--- src/rtl/stretch_pkg.sv ---
// Shared types and parameter limits for the multi-channel pulse stretcher.
package stretch_pkg;

  typedef enum logic [1:0] {S_IDLE, S_HOLD, S_GAP} stretch_state_t;

  localparam int MIN_CHANNELS    = 1;
  localparam int MIN_HOLD_CYCLES = 1;
  localparam int MAX_SYNC_STAGES = 3;

  // Width that holds 0..hold without wrapping.
  function automatic int cnt_width(input int hold);
    return $clog2(hold + 1);
  endfunction

endpackage

--- src/rtl/pulse_stretch_chan.sv ---
// One stretcher channel: synchroniser, rising-edge detect, HOLD/GAP FSM with
// one-deep request queue and sticky overflow flag.
module pulse_stretch_chan
  import stretch_pkg::*;
#(
  parameter int HOLD_CYCLES = 16,
  parameter int SYNC_STAGES = 2,
  parameter int WAIT_TICK   = 1
) (
  input  logic clk,
  input  logic rst_n,
  input  logic sample_tick,
  input  logic in_req,
  input  logic clr_overflow,
  output logic pulse_out,
  output logic busy,
  output logic overflow
);

  localparam int CNT_W = cnt_width(HOLD_CYCLES);
  localparam logic [CNT_W-1:0] HOLD_LOAD = CNT_W'(HOLD_CYCLES - 1);

  logic synced;
  logic prev_q;
  logic evt;

  stretch_state_t state_q, state_d;
  logic [CNT_W-1:0] count_q, count_d;
  logic pending_q, pending_d;
  logic tick_seen_q, tick_seen_d;
  logic drop;

  generate
    if (SYNC_STAGES == 0) begin : g_nosync
      assign synced = in_req;
    end else begin : g_sync
      logic [SYNC_STAGES-1:0] sync_q;
      always_ff @(posedge clk or negedge rst_n) begin
        if (!rst_n) begin
          sync_q <= '0;
        end else begin
          sync_q[0] <= in_req;
          for (int i = 1; i < SYNC_STAGES; i++) sync_q[i] <= sync_q[i-1];
        end
      end
      assign synced = sync_q[SYNC_STAGES-1];
    end
  endgenerate

  assign evt = synced & ~prev_q;

  always_comb begin
    state_d     = state_q;
    count_d     = count_q;
    pending_d   = pending_q;
    tick_seen_d = tick_seen_q;
    drop        = 1'b0;
    case (state_q)
      S_IDLE: begin
        if (evt) begin
          state_d     = S_HOLD;
          count_d     = HOLD_LOAD;
          tick_seen_d = 1'b0;
        end
      end
      S_HOLD: begin
        if (count_q != '0) count_d = count_q - CNT_W'(1);
        if (sample_tick) tick_seen_d = 1'b1;
        if (evt) begin
          if (pending_q) drop = 1'b1;
          else pending_d = 1'b1;
        end
        // An edge arriving in the exit cycle still queues, so it must lead to GAP.
        if (count_q == '0 && (WAIT_TICK == 0 || tick_seen_q || sample_tick))
          state_d = pending_d ? S_GAP : S_IDLE;
      end
      S_GAP: begin
        state_d     = S_HOLD;
        count_d     = HOLD_LOAD;
        tick_seen_d = 1'b0;
        pending_d   = evt;
      end
      default: state_d = S_IDLE;
    endcase
  end

  always_ff @(posedge clk or negedge rst_n) begin
    if (!rst_n) begin
      prev_q      <= 1'b0;
      state_q     <= S_IDLE;
      count_q     <= '0;
      pending_q   <= 1'b0;
      tick_seen_q <= 1'b0;
      pulse_out   <= 1'b0;
      busy        <= 1'b0;
      overflow    <= 1'b0;
    end else begin
      prev_q      <= synced;
      state_q     <= state_d;
      count_q     <= count_d;
      pending_q   <= pending_d;
      tick_seen_q <= tick_seen_d;
      pulse_out   <= (state_d == S_HOLD);
      busy        <= (state_d != S_IDLE) || pending_d;
      overflow    <= drop | (overflow & ~clr_overflow);
    end
  end

endmodule

--- src/rtl/multi_pulse_stretch_sync.sv ---
// Multi-channel request stretcher: independent channels sharing sample_tick
// and clr_overflow.
module multi_pulse_stretch_sync
  import stretch_pkg::*;
#(
  parameter int CHANNELS    = 4,
  parameter int HOLD_CYCLES = 16,
  parameter int SYNC_STAGES = 2,
  parameter int WAIT_TICK   = 1
) (
  input  logic                clk,
  input  logic                rst_n,
  input  logic                sample_tick,
  input  logic [CHANNELS-1:0] in_req,
  input  logic                clr_overflow,
  output logic [CHANNELS-1:0] pulse_out,
  output logic [CHANNELS-1:0] busy,
  output logic [CHANNELS-1:0] overflow
);

  generate
    if (CHANNELS < MIN_CHANNELS || HOLD_CYCLES < MIN_HOLD_CYCLES ||
        SYNC_STAGES < 0 || SYNC_STAGES > MAX_SYNC_STAGES ||
        (WAIT_TICK != 0 && WAIT_TICK != 1)) begin : g_param_err
      $error("multi_pulse_stretch_sync: parameter out of range");
    end

    for (genvar g = 0; g < CHANNELS; g++) begin : g_chan
      pulse_stretch_chan #(
        .HOLD_CYCLES(HOLD_CYCLES),
        .SYNC_STAGES(SYNC_STAGES),
        .WAIT_TICK  (WAIT_TICK)
      ) u_chan (
        .clk         (clk),
        .rst_n       (rst_n),
        .sample_tick (sample_tick),
        .in_req      (in_req[g]),
        .clr_overflow(clr_overflow),
        .pulse_out   (pulse_out[g]),
        .busy        (busy[g]),
        .overflow    (overflow[g])
      );
    end
  endgenerate

endmodule
--- config.mk ---
export PLATFORM = sky130hd
export DESIGN_NAME = multi_pulse_stretch_sync
export DESIGN_NICKNAME = d
export VERILOG_FILES = /design/src/rtl/stretch_pkg.sv /design/src/rtl/pulse_stretch_chan.sv /design/src/rtl/multi_pulse_stretch_sync.sv
export SDC_FILE = /design/constraint.sdc
export NUM_CORES = 1
export LEC_CHECK = 0
export ABC_CLOCK_PERIOD_IN_PS = 2150
export CAP_MARGIN = 20
export CORE_MARGIN = 3
export CORE_UTILIZATION = 55
export CTS_BUF_LIST = sky130_fd_sc_hd__clkbuf_8
export DETAILED_ROUTE_END_ITERATION = 16
export PLACE_DENSITY_LB_ADDON = 0.25
export SETUP_SLACK_MARGIN = 0.4
export SYNTH_ARGS = -nofsm -noshare
export SYNTH_HDL_FRONTEND = slang
export SYNTH_SLANG_ARGS = --single-unit
--- constraint.sdc ---
create_clock -name clk -period 2.15 [get_ports clk]
set_clock_uncertainty 0.1 [all_clocks]
set_input_delay 0.43 -clock clk [delete_from_list [all_inputs] [get_ports clk]]
set_output_delay 0.43 -clock clk [all_outputs]
set_load 0.02 [all_outputs]
# Word level (Yosys, flattened, before mapping)
# Cells that the tools add are included.
[totals]
latch_bits = 0
ff_bits = 60
out_inout_bits = 12
memories = 0
input_bits = 8
ram_bits = 0
rom_bits = 0
[op_classes]
n_reduce_logical = 40
n_bitwise = 17
muxes = 61
n_addsub = 4
mul = 0
eq_ne = 24
order_cmp = 0
n_shift = 0
div = 0
[ops]
columns = ["operator", "count"]
rows = [
  ["5-bit case mux with 3 select lines", 4],
  ["5-bit 2-to-1 mux", 8],
  ["1-bit 2-to-1 mux", 25],
  ["2-bit 2-to-1 mux", 12],
  ["2-bit case mux with 3 select lines", 4],
  ["3-bit AND reduction", 8],
  ["5-bit logical NOT", 4],
  ["5-bit nonzero test", 4],
  ["5-bit by 1-bit subtractor with 5-bit output (second input constant)", 4],
  ["2-bit by 1-bit equality test with 1-bit output (second input constant)", 8],
  ["2-bit by 1-bit inequality test with 1-bit output (second input constant)", 8],
  ["1-bit case mux with 3 select lines", 4],
  ["3-bit nonzero test", 4],
  ["1-bit AND", 8],
  ["2-bit equality test (second input constant)", 4],
  ["2-bit logical NOT", 4],
  ["1-bit logical OR", 8],
  ["2-bit inequality test (second input constant)", 4],
  ["1-bit case mux with 2 select lines", 4],
  ["2-bit nonzero test", 4],
  ["1-bit NOT", 5],
  ["1-bit logical AND", 4],
  ["1-bit bitwise OR", 4],
]

# Longest topological paths before layout
# Gate-level depths: netlist of the first run.
[depth]
word_depth = 9
depth_mapped = 7
mapped_depth_nobuf = 6

# Modules after synthesis
# A second synthesis of the first run with hierarchy kept.
[hier_totals]
cells_unflattened = 296
area_unflattened_um2 = 3093.0
[by_module_without_submodules]
columns = ["module", "seq_area_each_um2", "cells_per_inst", "area_per_inst_um2", "instances"]
rows = [
  ["pulse_stretch_chan (g_chan[0].u_chan ...)", 375.4, 74, 775.7, 3],
  ["pulse_stretch_chan (g_chan[3].u_chan)", 375.4, 74, 765.7, 1],
]

# Worst setup path after synthesis of the first run
# OpenSTA, ideal clock, no wires.
[synth_path]
path_type = "reg2reg"
start = "register g_chan[2].u_chan.count_q[0]"
end = "register g_chan[2].u_chan.busy"
path_slack_ns = -0.019
period_less_slack_ns = 2.169
t_required_ns = 1.911
setup_ns = 0.139
path_buffers = 0
stages_incl_launch_ff = 7
t_arrival_ns = 1.930
path_cell_list = "dfrtp_1 -> inv_1 -> ha_1 -> or4b_4 -> or4_1 -> a31oi_1 -> o221ai_1"
[synth_between]
elab_chain_cells = 6
[synth_rtl]
columns = ["item", "line", "rtl"]
rows = [
  ["start: declaration", "pulse_stretch_chan.sv:28", "logic [CNT_W-1:0] count_q, count_d;"],
  ["start signal: assignment", "pulse_stretch_chan.sv:100", "count_q <= count_d;"],
  ["5-bit logical NOT", "pulse_stretch_chan.sv:74", "if (count_q == '0 && (WAIT_TICK == 0 || tick_seen_q || sample_tick))"],
  ["1-bit logical AND", "pulse_stretch_chan.sv:74", ""],
  ["2-bit 2-to-1 mux", "pulse_stretch_chan.sv:74", ""],
  ["2-bit case mux with 3 select lines", "pulse_stretch_chan.sv:58", "case (state_q)"],
  ["2-bit nonzero test", "pulse_stretch_chan.sv:104", "busy <= (state_d != S_IDLE) || pending_d;"],
  ["1-bit logical OR", "pulse_stretch_chan.sv:104", ""],
  ["end signal: assignment", "pulse_stretch_chan.sv:104", ""],
  ["end: declaration", "pulse_stretch_chan.sv:16", "output logic busy,"],
]
# No other way between the ends.
# A chain may end at the register's enable or synchronous reset.

# Final worst setup path of the first run
# Ends and elaborated chain as after synthesis.

==> results of run 1 <==
-- worst max-delay path by stage --
stage	endpoint	cells after the start	slack, ps	startpoint
3_3_place_gp	g_chan[0].u_chan.pulse_out	5	-70	sample_tick
5_1_grt	g_chan[2].u_chan.busy	6	-60	g_chan[2].u_chan.count_q[0]
4_1_cts	g_chan[2].u_chan.busy	6	20	g_chan[2].u_chan.count_q[0]
6_report	g_chan[2].u_chan.busy	6	10	g_chan[2].u_chan.count_q[0]
2_1_floorplan	g_chan[2].u_chan.busy	6	20	g_chan[2].u_chan.count_q[0]
3_5_place_dp	g_chan[2].u_chan.busy	5	-90	sample_tick
-- critical path: cells and delay by family, from the launching register on --
| kind | cells | cell delay (ps) |
|---|---|---|
| compound gates | 2 | 350 |
| buf+inv | 1 | 90 |
| simple gates | 2 | 960 |
| flops | 1 | 390 |
| fa+ha+maj | 1 | 130 |
-- layer usage --
metal / global-route usage / up-vias / share of wire
met1: 0.250 / 1208 / 0.42
met4: 0.105 / 0 / 0.021
met3: 0.0754 / 16 / 0.049
li1: - / 1179 / -
met5: 0 / - / 0
met2: 0.362 / 60 / 0.51
-- synth_stat cells (2+ instances only) --
cell / count
dfrtp_1: 60
inv_1: 31
ha_1: 24
o21ai_0: 21
a21oi_1: 19
nand2_1: 16
nor2_1: 14
buf_4: 12
a31oi_1: 9
nand2b_1: 9
nor2b_1: 7
nand3_1: 6
a22o_1: 5
and3_1: 4
clkbuf_1: 4
nor3_1: 4
nor4b_1: 4
a211oi_1: 3
a21o_1: 3
a221oi_1: 3
a22oi_1: 3
o21a_1: 3
or3_1: 3
o221ai_1: 2
o22ai_1: 2
o31ai_1: 2
or2_2: 2
or3b_2: 2
-- logic make-up after synthesis --
| group | count (synthesis) | synth area share |
|---|---|---|
| AO/OA/AOI/OAI | 88 | 0.187 |
| XOR/XNOR | 1 | 0.00284 |
| adder cells (fa/ha/maj) | 24 | 0.0974 |
| flip-flops | 60 | 0.487 |
| buffers and inverters | 47 | 0.0718 |
| AND/OR/NAND/NOR | 82 | 0.154 |
-- final cells by class --
class                           instances  area [sq um]
Fill cell                             343          1200
Multi-Input combinational cell        195          1680
Clock inverter                          4          17.5
Sequential cell                        60          1500
Timing Repair Buffer                   61           510
Clock buffer                           11           151
Tap cell                               70          87.6
Inverter                               31           116
-- through the flow --
| stage | setup TNS [ps] | power, mW | utilization | cells | instance area [sq um] |
|---|---|---|---|---|---|
| finish | 0 | 4.90 | 0.772 | 432 | 4070 |
| global route | -93.2 | 5.27 | 0.772 | 432 | 4070 |
| CTS | 0 | 4.60 | 0.726 | 420 | 3820 |
| detailed placement | -256 | 3.50 | 0.656 | 390 | 3460 |
| global placement | -181 | 3.43 | 0.656 | 390 | 3460 |
| floorplan | 0 | 2.99 | - | 302 | 3160 |
-- state kept, by name, indices dropped and copies added (netlist names) --
register and cells:
g_chan.u_chan.state_q 8, g_chan.u_chan.pending_q 4, g_chan.u_chan.pulse_out 4, g_chan.u_chan.tick_seen_q 4
g_chan.u_chan.count_q 20, g_chan.u_chan.overflow 4, g_chan.u_chan.prev_q 4, g_chan.u_chan.g_sync.sync_q 8
g_chan.u_chan.busy 4
-- what timing repair did --
action                                  4_1_cts  5_1_grt
pin swaps                                    13       23
cloned                                        0        0
endpoints found under the setup margin       29       27
resized for setup                            35       34
hold endpoints to repair                     17        0
setup buffers                                14       12
hold buffers                                  1        0
-- placed cells by master (no fill, tap or decap), types with 4 or more instances in the layout --
cell type	Yosys	layout
dfrtp_1	60	59
buf_4	12	37
inv_1	31	22
o21ai_0	21	17
nand2_1	16	16
a21oi_1	19	15
nor2_1	14	14
dlygate4sd2_1	0	13
inv_2	0	11
ha_1	24	11
clkbuf_8	0	11
nand2b_1	9	9
ha_4	0	9
nand3_1	6	6
a31oi_1	9	6
nor2b_1	7	5
a22o_1	5	5
clkdlybuf4s50_1	0	5
a21oi_2	0	4
and3_1	4	4
ha_2	0	4
-- power by group --
group | internal (mW) | switching, mW | total [mW] | leakage (nW)
combinational | 1.10 | 1.24 | 2.33 | 0.989
sequential | 1.46 | 0.249 | 1.70 | 0.701
clock | 0.462 | 0.404 | 0.866 | 0.0976
==> impl_results.md, run 1 <==
- Die boundary width: 80.9 um
- Initial DRC Count: 75
- Setup crit start kind: flop
- Number of flops mapped to enable cells by yosys: 0
- Global placement routability congestion: 0.871
- CP arrival: 2250 ps
- Flop and latch count out of synthesis: 60
- Final worst-path setup slack: 10.2 ps
- Worst Hold End: g_chan[2].u_chan.g_sync.sync_q[1]
- Synthesized netlist net count: 334
- Count of cell types in the netlist: 53
- Achievable Freq: 467 MHz
- Crit Reg-Reg Startpoint: g_chan[2].u_chan.count_q[0]
- Longest Clk Path Bufs: 2
- Number of instances in the synthesized netlist: 302
- Yosys warning total: 0
- Data required time at the worst endpoint: 2260 ps
- Most used flip-flop cell after synthesis: dfrtp_1
- DRT Pass-1 Iters: 4
- Per-instance average area after synthesis: 10.2 sq um
- Setup repair after global routing missed its margin: yes
- Die Outline Area: 6540 sq um
- Endpoint of the lowest-slack register-to-register path: g_chan[2].u_chan.busy
- Initial Util: 0.585
- Remaining Overflow, GRT: 0
- Share of layout cells above drive strength 1: 0.320
- Number of buffers inserted by port buffering: 19
- Maximum vdd ir drop: 0.000763 V
- Antenna violations before repair: 0
- Setup WS pre-CTS: -86.0 ps
- DR vias: 2463
- Headroom to the max-slew limit: 0.650
- Maximum fanout along the worst path: 3
- CP cell instances: inv_2, ha_4, or4b_4, or4_4, a31oi_4, o221ai_2
- Die height: 80.9 um
- R2R depth: 6
- Antenna diode count: 0
- HPWL after DPL: 4310 um
- First-pass GRT wire length: 10800 um
- Number of sinks on the clock net: 60
- Final period utilization: 0.995
- Insertion delay of the later-clocked pin in the worst-skew pair: 340 ps
- Critical Setup Path Class: reg2reg
- CTS tree: done
- Cell with the largest stage delay on the worst path: or4_4
- Post-CTS clock slew at the launch and capture registers of the worst setup and hold paths: 60 ps
- Post-layout net count: 390
- Setup violations, final: 0
- Maximum capacitance violations: 0
- Number of buffers created by CTS: 9
- Fin. Hold Viols: 0
- Number of top-level pins: 20
- Core outline area: 5270 sq um
- Sequential-to-total area share from yosys stat: 0.487
- Hold Path Origin: g_chan[2].u_chan.g_sync.sync_q[0]
- Routed wirelength normalized by instance count: 15.6 um
- Antenna-violating nets left: 0
- Library cell used as clock root buffer: clkbuf_8
- Share of the synthesized area in the top cell type: 0.487
- Most area-hungry cell type in the Yosys netlist: dfrtp_1
- Syn Std Cell Area: 3080 sq um
- Number of H-tree branching levels: 3
- Std-Cell Rows: 26
- Hold crit path type: reg2reg
- Reg2Reg Setup Slack: 10 ps
- Post-detailed-route via-to-cell ratio: 5.70
- Area added between synthesis and finish: 32.0%
- Top post-synthesis cells by area: dfrtp_1, ha_1, inv_1
- GRT Util Overall: 0.218
- Worst path max stage delay: 510 ps
- Hold slack final: 251 ps
- Final Critical Period: 2140 ps
- Worst-margin pin slew: 525 ps
- Remaining routing DRC violations: 0
- Category of the worst setup path capture point: flop
- Final Routed Wirelength: 6750 um
- Final number of max-transition violations: 0
- Power Density: 1210 nW/um^2
- Outcome: completed
- Maximum number of pins on one net before global-route repair: 30
- Async S/R FF share, synth: 1.00
- Hold Path Depth: 0
- Static Leak: 1.79 nW
- Via count of the first global-routing pass: 2367
Note: power is estimated with default switching activity, not from simulation.
==> inputs of run 2 (changes only) <==
CAP_MARGIN = 15   (was 20)
GPL_ROUTABILITY_DRIVEN = 0   (was default)
==> results of run 2 <==
Final layout, timing and power as in run 1 (identical DEF).
